==> src/rtl/rv151_alu_arb.sv <==
// Two-requester arbiter sharing one rv151_alu: latches the winner's operands, captures the result, returns it to the owner.
// Latency: grant at N -> ALU evaluates at N+1 -> rsp_valid at N+2 -> IDLE at N+3 at the earliest.
// Backpressure: one op outstanding; RESP holds until the owner's rsp_ready, no new grant until back in IDLE.
module rv151_alu_arb #(
   parameter bit RR_EN = 1'b1
) (
   input  logic        clk,
   input  logic        rstn,
   input  logic        r0_req_valid,
   output logic        r0_req_ready,
   input  logic [3:0]  r0_req_fn,
   input  logic [31:0] r0_req_i1,
   input  logic [31:0] r0_req_i2,
   output logic        r0_rsp_valid,
   input  logic        r0_rsp_ready,
   output logic [31:0] r0_rsp_data,
   input  logic        r1_req_valid,
   output logic        r1_req_ready,
   input  logic [3:0]  r1_req_fn,
   input  logic [31:0] r1_req_i1,
   input  logic [31:0] r1_req_i2,
   output logic        r1_rsp_valid,
   input  logic        r1_rsp_ready,
   output logic [31:0] r1_rsp_data,
   output logic [31:0] alu_i1,
   output logic [31:0] alu_i2,
   output logic [3:0]  alu_fn,
   input  logic [31:0] alu_ot,
   output logic        busy
);

   typedef enum logic [1:0] {
      IDLE = 2'd0,
      EXEC = 2'd1,
      RESP = 2'd2
   } state_t;

   state_t      state;
   logic        owner;      // requester that owns the in-flight op
   logic        last_gnt;   // most recent winner; resets to 1 so r0 wins the first tie
   logic [31:0] res;
   logic        gnt0;
   logic        gnt1;
   logic        own_rsp_ready;

   // Grants only exist in IDLE; r0 wins unless r1 is also asking and it is r1's turn
   always_comb begin
      gnt0 = 1'b0;
      gnt1 = 1'b0;
      if (state == IDLE) begin
         gnt0 = r0_req_valid & (~r1_req_valid | ~RR_EN | last_gnt);
         gnt1 = r1_req_valid & ~gnt0;
      end
   end

   assign r0_req_ready  = gnt0;
   assign r1_req_ready  = gnt1;
   assign own_rsp_ready = owner ? r1_rsp_ready : r0_rsp_ready;

   // Result is presented on both ports; only the owner's valid qualifies it
   assign r0_rsp_data = res;
   assign r1_rsp_data = res;

   // Operation sequencer with registered ALU-side and response-side outputs
   always_ff @(posedge clk or negedge rstn) begin
      if (!rstn) begin
         state        <= IDLE;
         owner        <= 1'b0;
         last_gnt     <= 1'b1;
         alu_i1       <= 32'd0;
         alu_i2       <= 32'd0;
         alu_fn       <= 4'b0000;
         res          <= 32'd0;
         r0_rsp_valid <= 1'b0;
         r1_rsp_valid <= 1'b0;
         busy         <= 1'b0;
      end else begin
         case (state)
            IDLE: begin
               if (gnt0) begin
                  alu_i1   <= r0_req_i1;
                  alu_i2   <= r0_req_i2;
                  alu_fn   <= r0_req_fn;
                  owner    <= 1'b0;
                  last_gnt <= 1'b0;
                  busy     <= 1'b1;
                  state    <= EXEC;
               end else if (gnt1) begin
                  alu_i1   <= r1_req_i1;
                  alu_i2   <= r1_req_i2;
                  alu_fn   <= r1_req_fn;
                  owner    <= 1'b1;
                  last_gnt <= 1'b1;
                  busy     <= 1'b1;
                  state    <= EXEC;
               end
            end
            EXEC: begin
               // Full 32-bit result kept as-is; arithmetic wrap is not flagged
               res          <= alu_ot;
               r0_rsp_valid <= ~owner;
               r1_rsp_valid <= owner;
               state        <= RESP;
            end
            RESP: begin
               // Only the owner's handshake completes the op; IDLE is re-entered next cycle
               if (own_rsp_ready) begin
                  r0_rsp_valid <= 1'b0;
                  r1_rsp_valid <= 1'b0;
                  busy         <= 1'b0;
                  state        <= IDLE;
               end
            end
            default: begin
               r0_rsp_valid <= 1'b0;
               r1_rsp_valid <= 1'b0;
               busy         <= 1'b0;
               state        <= IDLE;
            end
         endcase
      end
   end

endmodule

==> config.mk <==
export PLATFORM = sky130hd
export DESIGN_NAME = rv151_alu_arb
export DESIGN_NICKNAME = d
export VERILOG_FILES = /design/src/rtl/rv151_alu_arb.sv
export SDC_FILE = /design/constraint.sdc
export NUM_CORES = 1
export LEC_CHECK = 0
export ABC_AREA = 1
export BUFFER_PORTS_ARGS = -buffer_cell sky130_fd_sc_hd__buf_2
export CAP_MARGIN = 20
export CORE_AREA = 4 4 117 119
export DETAILED_ROUTE_END_ITERATION = 8
export DIE_AREA = 0 0 121 123
export HOLD_SLACK_MARGIN = 0.1
export PLACE_DENSITY = 0.72
export SLEW_MARGIN = 20
export SYNTH_ARGS = -nofsm -noshare
export SYNTH_HDL_FRONTEND = slang
export SYNTH_SLANG_ARGS = --single-unit
==> constraint.sdc <==
create_clock -name clk -period 2.5 [get_ports clk]
set_clock_uncertainty 0.05 [all_clocks]
set_input_delay 0.5 -clock clk [delete_from_list [all_inputs] [get_ports clk]]
set_output_delay 0.5 -clock clk [all_outputs]
set_load 0.005 [all_outputs]
==> run_results.csv, run 1 <==
group,metric,value,unit
status,outcome,"complete, no violations",
sta,timing.setup.tns,0,ps
drt,ant_nets,0,
power_and_ir_drop,leakage,0.003551,µW
placed_design,port-buffer-count,310,
clock_tree,cts_tree,"yes",
clock_tree,cts_max_path_buffers,2,
sta,final-hold-violation-count,0,
global_route,grt_max_degree,55,
critical_path,cp_max_fo,4,
die,io_pins,311,
worst_hold_path,holdCritPathClass,"in2reg",
clock_tree,clk_latency,340,ps
critical_path,path_class,"reg2out",
critical_path,cp-end-kind,"output port",
sta,rsz0062_at_grt,"no",
placed_design,placed_cell_area,6264,µm²
die,die-area,14880,µm²
critical_path,worstPathCellList,"inv_1, nand2_1, nand3_4, inv_2, buf_2",
placed_design,place.gp.congestion,0.7515,
logic_synthesis,syn_avg_cell_area,9.447,µm²
critical_path,required,1950,ps
power_and_ir_drop,powerDensity,1218,nW/µm²
logic_synthesis,synth_area,4790,µm²
logic_synthesis,synth_area_leader_cell,"dfrtp_1",
drt,dr.pass1.iters,4,
placed_design,place_inst,938,
global_route,grt_usage,19.20,%
die,die_w,121,µm
drt,wl_per_cell,15.54,µm
cells_and_area,instances_no_fill,955,
die,start_util,38.11,%
sta,relSlewSlack,45.48,%
global_route,grt_pass1_vias,4238,
logic_synthesis,synth_nets,681,
cells_and_area,drive_gt1_share,48.02,%
cells_and_area,area_growth,37.12,%
global_route,grt_pass1_wl,22290,µm
drt,vias_per_cell,4.667,
drt,drt_iter0_drc,192,
drt,drc,0,
critical_path,critPathArrivalTime,1360,ps
logic_synthesis,synth_most_common_cell,"nand2_1",
clock_tree,cts_repair_resize_count,0,
sta,drv_slew,0,
logic_synthesis,ys_types,18,
logic_synthesis,yosys.area.top_type_share,55.38,%
drt,routed_wl,14840,µm
logic_synthesis,synth_common_cells,"146 x nand2_1, 139 x nand3_1, 106 x dfrtp_1",
clock_tree,clock_sinks,107,
die,rows,41,
critical_path,slowest_delay,550,ps
clock_tree,root_buffer,"clkbuf_16",
die,die_height,123,µm
sta,tightest_slew,814.9,ps
logic_synthesis,synth_edf_count,0,
logic_synthesis,synth-seq-cells,107,
cells_and_area,fillCellCount,1198,
logic_synthesis,synthArstFlopShare,100.0,%
cells_and_area,stdcell_area,6568,µm²
cells_and_area,fin_nets,952,
drt,vias,4457,
critical_path,rrSetupSlack,820,ps
sta,post-route-min-period,1906,ps
placed_design,hpwlAfterDp,11330,µm
logic_synthesis,synthTopCellsByArea,"dfrtp_1 55%, nand3_1 15%, nand2_1 11%",
sta,setup_viol,0,
logic_synthesis,ys_seq_area_share,55.93,%
logic_synthesis,yosys_warnings,0,
clock_tree,cts_setup_buffers,0,
sta,post-route-period-util,76.24,%
clock_tree,cts_max_level,3,
logic_synthesis,synthCells,507,
cells_and_area,diodes,0,
global_route,grt_overflow,0,
die,core_area,12570,µm²
global_route,antenna_found_initial,0,
critical_path,critPathTopFamily,"flip-flops",
flow_run,drv_cap,0,
sta,fmax,524.7,MHz
power_and_ir_drop,irDropWorstVdd,0.4589,mV
clock_tree,clk_pin_slew,70,ps
clock_tree,numCtsBuffers,9,
logic_synthesis,synthFlopType,"dfrtp_1",
critical_path,critPathBufInv,3,
critical_path,start_kind,"flip-flop",
critical_path,crit_slowest_cell,"dfstp_2",
==> worst register-to-register path, delay by kind of cell, from the launching register on <==
family	cells	cell delay (ps)
mux	1	430
buf+inv	1	80
flops	1	400
simple gates	1	600
==> state kept, by name (all words and copies together), names as in the netlist, 2 cells and up <==
register,cells
alu_i2,32
state,2
r0_rsp_data,32
alu_fn,4
alu_i1,32
==> logic make-up after synthesis <==
kind of cell	share of synthesized area, %
buffers and inverters	9.013
muxes	7.524
DFF	55.93
and+or+nand+nor	26.91
AOI/OAI and AO/OA	0.6268
==> stage by stage <==
stage / worst slack [ps] / utilization, % / total power, µW / hold WS (ps)
after floorplan: 907.6 / - / 5280 / 154.4
after global placement: 838.8 / 49.84 / 6636 / 381.0
after detailed placement: 823.7 / 49.84 / 6683 / 383.5
after CTS: 563.2 / 52.25 / 8119 / 304.3
after global routing: 489.4 / 52.25 / 8633 / 305.2
final: 594.1 / 52.25 / 7997 / 314.5
==> layout make-up <==
cell class                      count  area [µm²]  area share, %
Clock buffer                       10       229.0          3.486
Clock inverter                      6       65.06         0.9907
Inverter                            9       33.78         0.5144
Multi-Input combinational cell    328        1679          25.57
Sequential cell                   107        2679          40.79
Tap cell                          172       215.2          3.277
Timing Repair Buffer              323        1667          25.38
==> final timing paths <==
check                              startpoint               to  cells past startpoint
worst max-delay path                 last_gnt     r0_req_ready                      5
min in group asynchronous                rstn       alu_i1[13]                      2
worst min register to register   r0_rsp_valid     r0_rsp_valid                      2
max in group asynchronous                rstn         last_gnt                      3
worst max register to register       state[1]  r0_rsp_data[23]                      3
worst min-delay path            r1_req_i1[26]       alu_i1[26]                      3
==> power by group <==
part	internal, µW	switching, µW	total, µW	leakage (µW)
Clock	779	635	1410	0.000143
Sequential	2610	511	3130	0.00129
Combinational	1660	1800	3460	0.00212
==> layer usage <==
metal,part of all wire (%),up-vias,global-route usage (%)
met5,0,-,0
met1,39,2062,23.01
met2,49,194,32.44
met4,1.7,0,6.799
met3,9.8,14,6.359
li1,-,2187,-
==> placed cells by master (no fill, tap or decap), types with 3 or more instances in the layout <==
master / n
nand2_1: 146
buf_4: 12
a21oi_1: 3
o21ai_0: 3
nand3_1: 139
buf_2: 309
dfrtp_1: 106
inv_1: 7
mux2_2: 32
clkbuf_16: 9
==> repair_timing <==
action / 4_1_cts / 5_1_grt
endpoints found under the setup margin: 0 / 0
endpoints found under the hold margin: 22 / 0
hold buffers: 1 / 0
No activity file was read; power rests on OpenSTA's default activity.
==> run 2: changes to the inputs <==
--- a/config.mk
+++ b/config.mk
@@ -5,14 +5,14 @@
 export SDC_FILE = /design/constraint.sdc
 export NUM_CORES = 1
 export LEC_CHECK = 0
-export ABC_AREA = 1
+export ABC_AREA = 0
 export BUFFER_PORTS_ARGS = -buffer_cell sky130_fd_sc_hd__buf_2
 export CAP_MARGIN = 20
-export CORE_AREA = 4 4 117 119
+export CORE_MARGIN = 4
+export CORE_UTILIZATION = 38
 export DETAILED_ROUTE_END_ITERATION = 8
-export DIE_AREA = 0 0 121 123
 export HOLD_SLACK_MARGIN = 0.1
-export PLACE_DENSITY = 0.72
+export PLACE_DENSITY = 0.75
 export SLEW_MARGIN = 20
 export SYNTH_ARGS = -nofsm -noshare
 export SYNTH_HDL_FRONTEND = slang
==> constraint.sdc (replaced) <==
create_clock -name clk -period 1.5 [get_ports clk]
set_clock_uncertainty 0.05 [all_clocks]
set_input_delay 0.3 -clock clk [delete_from_list [all_inputs] [get_ports clk]]
set_output_delay 0.3 -clock clk [all_outputs]
set_load 0.005 [all_outputs]
==> run_results.csv, run 2 <==
group,metric,value,unit
logic_synthesis,syn_avg_cell_area,13.01,µm²
drt,drt_iter0_drc,314,
logic_synthesis,synth_most_common_cell,"dfrtp_1",
critical_path,crit_slowest_cell,"dfrtp_1",
sta,drv_slew,0,
drt,dr.pass1.iters,4,
die,rows,40,
placed_design,hpwlAfterDp,11060,µm
logic_synthesis,synth_area,4737,µm²
drt,route.met2.wl,9010,µm
drt,met3WireLength,1256,µm
cells_and_area,fin_util,60.93,%
logic_synthesis,ys_types,24,
drt,maxUsedRoutingLayer,"met4",
critical_path,timing.critical_path.mode_cell,"buf_6",
global_route,antenna_found_initial,1,
power_and_ir_drop,powerDensity,2179,nW/µm²
die,die-area,14320,µm²
sta,setup_viol,103,
logic_synthesis,synth_area_leader_cell,"dfrtp_1",
clock_tree,cts_tree,"yes",
status,violations,"setup timing",
clock_tree,clock_sinks,107,
critical_path,rrSetupSlack,-170,ps
critical_path,cp-end-kind,"output port",
logic_synthesis,synthFlopType,"dfrtp_1",
sta,timing.final.ws_setup,-266.3,ps
critical_path,start_kind,"flip-flop",
logic_synthesis,synth_nets,538,
drt,ant_nets,0,
logic_synthesis,ys_seq_area_share,56.55,%
clock_tree,clk_latency,340,ps
clock_tree,numCtsBuffers,9,
critical_path,worstPathCellList,"buf_6, nor3b_4, buf_6, and2_4, buf_6",
worst_hold_path,holdCritPathClass,"in2reg",
die,io_pins,311,
sta,post-route-min-period,1766,ps
placed_design,place.gp.congestion,0.8478,
drt,vias,4394,
sta,post-route-period-util,117.8,%
placed_design,port-buffer-count,310,
global_route,grt_usage,20.64,%
sta,whs,140.2,ps
clock_tree,cts_max_level,3,
critical_path,critPathTopFamily,"flip-flops",
drt,wl_per_cell,20.21,µm
die,start_util,39.11,%
critical_path,path_class,"reg2out",
cells_and_area,area_growth,55.78,%
sta,fmax,566.2,MHz
global_route,grt_max_degree,108,
cells_and_area,drive_gt1_share,62.07,%
global_route,grt_overflow,0,
worst_hold_path,min_path_cells,2,
drt,vias_per_cell,5.206,
drt,routed_wl,17060,µm
clock_tree,cts_max_path_buffers,2,
logic_synthesis,synthTopCellsByArea,"dfrtp_1 56%, a221o_1 14%, and3_1 9.0%",
logic_synthesis,synthArstFlopShare,100.0,%
logic_synthesis,yosys_warnings,0,
cells_and_area,fin_nets,844,
logic_synthesis,synth_common_cells,"106 x dfrtp_1, 68 x a221o_1, 68 x and3_1",
critical_path,path_depth,5,
critical_path,cp_max_fo,2,
cells_and_area,stdcell_area,7380,µm²
die,die_height,119.7,µm
power_and_ir_drop,irDropWorstVdd,0.9451,mV
critical_path,required,1150,ps
die,core_area,12110,µm²
critical_path,critPathArrivalTime,1420,ps
logic_synthesis,synthCells,364,
sta,tightest_slew,607.1,ps
sta,final-hold-violation-count,0,
cells_and_area,final_common_cell,"buf_2",
drt,drc,0,
die,die_w,119.7,µm
clock_tree,clk_pin_slew,80,ps
cells_and_area,mostFrequentLayoutCells,"307 x buf_2, 106 x dfrtp_1, 68 x and3_1, 68 x a221o_1, 19 x mux2_2",
sta,relSlewSlack,59.53,%
flow_run,drv_cap,0,
drt,met1Wirelength,6592,µm
global_route,grt_pass1_wl,23580,µm
sta,rsz0062_at_grt,"yes",
logic_synthesis,synth_edf_count,0,
global_route,grt_pass1_vias,4452,
power_and_ir_drop,leakage,0.004041,µW
critical_path,slowest_delay,390,ps
logic_synthesis,synth-seq-cells,107,
placed_design,placed_cell_area,6331,µm²
critical_path,critPathBufInv,3,
clock_tree,root_buffer,"clkbuf_16",
logic_synthesis,yosys.area.top_type_share,56.00,%
status,outcome,"complete, but fails checks",
critical_path,rr_worst_depth,6,
[run 2: cell count changes after synthesis, sizes merged, moves of 5 or more]
cell / delta
nand2: -143
nand3: -140
a221o: +68
and3: +68
clkbuf: +12
buf: -11
inv: -5
[run 2: kinds of logic (layout without fill, tap and decap cells)]
family / count (synthesis) / in the layout / share of synthesized area (%)
flops: 107 / 107 / 56.55
simple gates: 80 / 80 / 10.38
compound gates: 75 / 75 / 15.74
buf+inv: 68 / 379 / 9.297
mux: 34 / 34 / 8.030
other cells: 0 / 1 / 0
[run 2: timing repair]
action                                  in CTS  in global routing
pin swaps                                    3                  6
gates cloned                                 4                 13
buffers inserted                            12                  4
resized for setup                           18                 39
endpoints found under the setup margin      71                107
hold endpoints to repair                   106                  0
hold buffers                                 1                  0
[run 2: routing by layer]
layer	vias up	GRT usage, %
met5	-	0
met4	0	5.440
met1	2148	24.65
met3	18	5.090
met2	247	37.11
li1	1981	-
[run 2: path summary, 6_finish.rpt]
check,startpoint,end
setup reg to reg,state[1],alu_i2[19]
setup / recovery,state[1],r1_req_ready
hold reg to reg,alu_i2[1],alu_i2[1]
min in group asynchronous,rstn,alu_i2[17]
max in group asynchronous,rstn,alu_i2[24]
hold / removal,alu_ot[19],r0_rsp_data[19]
[run 2: metrics by stage]
| stage | worst slack (ps) | setup TNS (ps) | total power [µW] | std cells |
|---|---|---|---|---|
| 3_5_place_dp | -67.78 | -3089 | 11640 | 796 |
| 4_1_cts | -279.8 | -18110 | 15020 | 828 |
| 5_1_grt | -338.2 | -18440 | 17020 | 844 |
| 2_1_floorplan | -132.8 | -1857 | 8994 | 364 |
| 3_3_place_gp | 10.10 | 0 | 11440 | 796 |
| 6_report | -266.3 | -11740 | 16080 | 844 |
[run 2: final cells by class]
cell class	count	area, µm²
clock buffer	10	239.0
timing repair buffer	359	2400
inverter	4	22.52
tap	168	210.2
multi-input combinational	189	1730
antenna	1	2.502
sequential	107	2679
fill	977	4732
clock inverter	6	96.34
[run 2: power breakdown]
part | switching (µW) | internal [µW] | leakage (µW)
combinational | 3380 | 4740 | 0.00259
sequential | 1000 | 4350 | 0.00129
clock | 1080 | 1530 | 0.000161
total | 5460 | 10600 | 0.00404
==> run 3: changes to the inputs <==
--- a/config.mk
+++ b/config.mk
@@ -13,6 +13,8 @@
 export DETAILED_ROUTE_END_ITERATION = 8
 export HOLD_SLACK_MARGIN = 0.1
 export PLACE_DENSITY = 0.75
+export SETUP_SLACK_MARGIN = 0.1
+export SKIP_LAST_GASP = 1
 export SLEW_MARGIN = 20
 export SYNTH_ARGS = -nofsm -noshare
 export SYNTH_HDL_FRONTEND = slang
==> run_results.csv, run 3 (same netlist as run 2, synthesis figures left out) <==
group,metric,value,unit
drt,wl_per_cell,19.80,µm
worst_hold_path,holdCritPathClass,"in2reg",
global_route,grt_usage,21.68,%
cells_and_area,final_common_cell,"buf_2",
global_route,grt_overflow,0,
clock_tree,root_buffer,"clkbuf_16",
clock_tree,cts_max_level,3,
power_and_ir_drop,clkPwrFrac,15.0,%
global_route,grt_pass1_vias,4622,
placed_design,placed_cell_area,6359,µm²
critical_path,path_class,"reg2out",
placed_design,hpwlAfterDp,11310,µm
die,die_height,119.7,µm
clock_tree,cts_max_path_buffers,2,
global_route,antenna_found_initial,0,
clock_tree,clk_pin_slew,70,ps
cells_and_area,diodes,0,
die,io_pins,311,
critical_path,cp_max_fo,2,
sta,post-route-period-util,118.7,%
critical_path,cp-end-kind,"output port",
cells_and_area,fin_util,61.12,%
drt,drt_iter0_drc,245,
sta,whs,139.6,ps
drt,ant_nets,0,
die,die-area,14320,µm²
die,start_util,39.11,%
cells_and_area,fin_nets,851,
sta,fmax,561.9,MHz
power_and_ir_drop,pwr-share-comb,51.2,%
cells_and_area,fillCellCount,991,
power_and_ir_drop,irDropWorstVdd,0.7542,mV
clock_tree,numCtsBuffers,9,
sta,setup_viol,103,
die,die_w,119.7,µm
cells_and_area,area_growth,56.26,%
sta,rsz0062_at_grt,"yes",
flow_run,drv_cap,0,
drt,vias_per_cell,5.276,
critical_path,critPathArrivalTime,1430,ps
critical_path,r2r_start,"state[0]",
status,violations,"setup timing",
cells_and_area,mostFrequentLayoutCells,"308 x buf_2, 106 x dfrtp_1, 68 x and3_1, 68 x a221o_1, 32 x mux2_2",
critical_path,start_kind,"flip-flop",
drt,routed_wl,16830,µm
sta,post-route-min-period,1780,ps
clock_tree,clk_latency,330,ps
sta,timing.final.ws_setup,-279.8,ps
sta,timing.setup.tns,-14540,ps
power_and_ir_drop,p_switching,5333,µW
drt,vias,4485,
worst_hold_path,hp-start,"r0_req_i1[14]",
die,rows,40,
sta,drv_slew,0,
critical_path,required,1150,ps
global_route,grt_pass1_wl,24620,µm
sta,relSlewSlack,66.86,%
status,outcome,"complete, but fails checks",
clock_tree,cts_tree,"yes",
drt,drc,0,
critical_path,critPathLaunch,"state[0]",
power_and_ir_drop,leakage,0.004010,µW
power_and_ir_drop,power_frac_seq,33.9,%
sta,final-hold-violation-count,0,
die,core_area,12110,µm²
global_route,grt_max_degree,43,
sta,tightest_slew,494.1,ps
clock_tree,clock_sinks,107,
placed_design,place.gp.congestion,0.8314,
cells_and_area,stdcell_area,7402,µm²
placed_design,place_ws,-93.85,ps
placed_design,port-buffer-count,310,
power_and_ir_drop,powerDensity,2124,nW/µm²
cells_and_area,drive_gt1_share,62.02,%
drt,dr.pass1.iters,5,
power_and_ir_drop,p_int,10390,µW
power_and_ir_drop,swShare,33.92,%
==> run 3: cell count changes in the layout (fill, tap and decap cells not counted), sizes merged <==
| cell | change |
|---|---|
| buf | +11 |
| clkbuf | -2 |
| inv | -2 |
| bufinv | -1 |
| clkinvlp | +1 |
| diode | -1 |
==> run 3: area by class of cell <==
cell class	count	area [µm²]	area share, %
Timing Repair Buffer	366	2520	34.04
Sequential cell	107	2679	36.19
Clock inverter	4	50.05	0.6761
Inverter	4	20.02	0.2705
Clock buffer	12	246.5	3.330
Multi-Input combinational cell	189	1677	22.65
Tap cell	168	210.2	2.840
==> run 3: path summary, 6_finish.rpt <==
| path | depth (start not counted) | slack [ps] | endpoint |
|---|---|---|---|
| setup reg to reg | 7 | -240 | alu_i2[22] |
| hold reg to reg | 2 | 440 | last_gnt |
| setup / recovery | 3 | -280 | r0_req_ready |
| hold / removal | 2 | 140 | alu_i1[14] |
| max in group asynchronous | 3 | 480 | alu_i1[28] |
| min in group asynchronous | 2 | 370 | alu_i2[11] |
==> run 3: worst max-delay path: stages, from the launching register on <==
cell and delay, ps:
dfrtp_1 390, or3b_4 420, a21oi_4 150, buf_2 140
==> run 3: per-stage QoR <==
| stage | cells | total power (µW) |
|---|---|---|
| 6_report | 850 | 15730 |
| 3_5_place_dp | 798 | 11660 |
| 3_3_place_gp | 798 | 11420 |
| 2_1_floorplan | 364 | 8994 |
| 4_1_cts | 834 | 15090 |
| 5_1_grt | 850 | 16610 |
==> run 3: power by group through the flow <==
stage | registers (µW) | logic (µW) | clock network [µW]
floorplan | 5320 | 3670 | 0
global placement | 5270 | 6150 | 0
CTS | 5300 | 7370 | 2410
finish | 5320 | 8040 | 2360
detailed placement | 5300 | 6360 | 0
global route | 5500 | 8600 | 2510
==> run 3: per-layer routing <==
metal  global-route usage (%)  wire [µm]  part of all wire, %  vias up
met5                        0          0                    0        -
met3                    3.817       1299                  7.7       23
met1                    24.84       6264                   37     2210
li1                         -          -                    -     1996
met4                    6.943        294                  1.7        0
met2                    40.75       8968                   53      256
==> run 3: timing repair <==
| action | 4_1_cts | 5_1_grt |
|---|---|---|
| hold buffers | 1 | 0 |
| resized for setup | 15 | 28 |
| setup endpoints to repair | 105 | 105 |
| hold endpoints to repair | 18 | 0 |
| gates cloned | 10 | 5 |
| setup buffers | 9 | 11 |
| pin swaps | 1 | 13 |
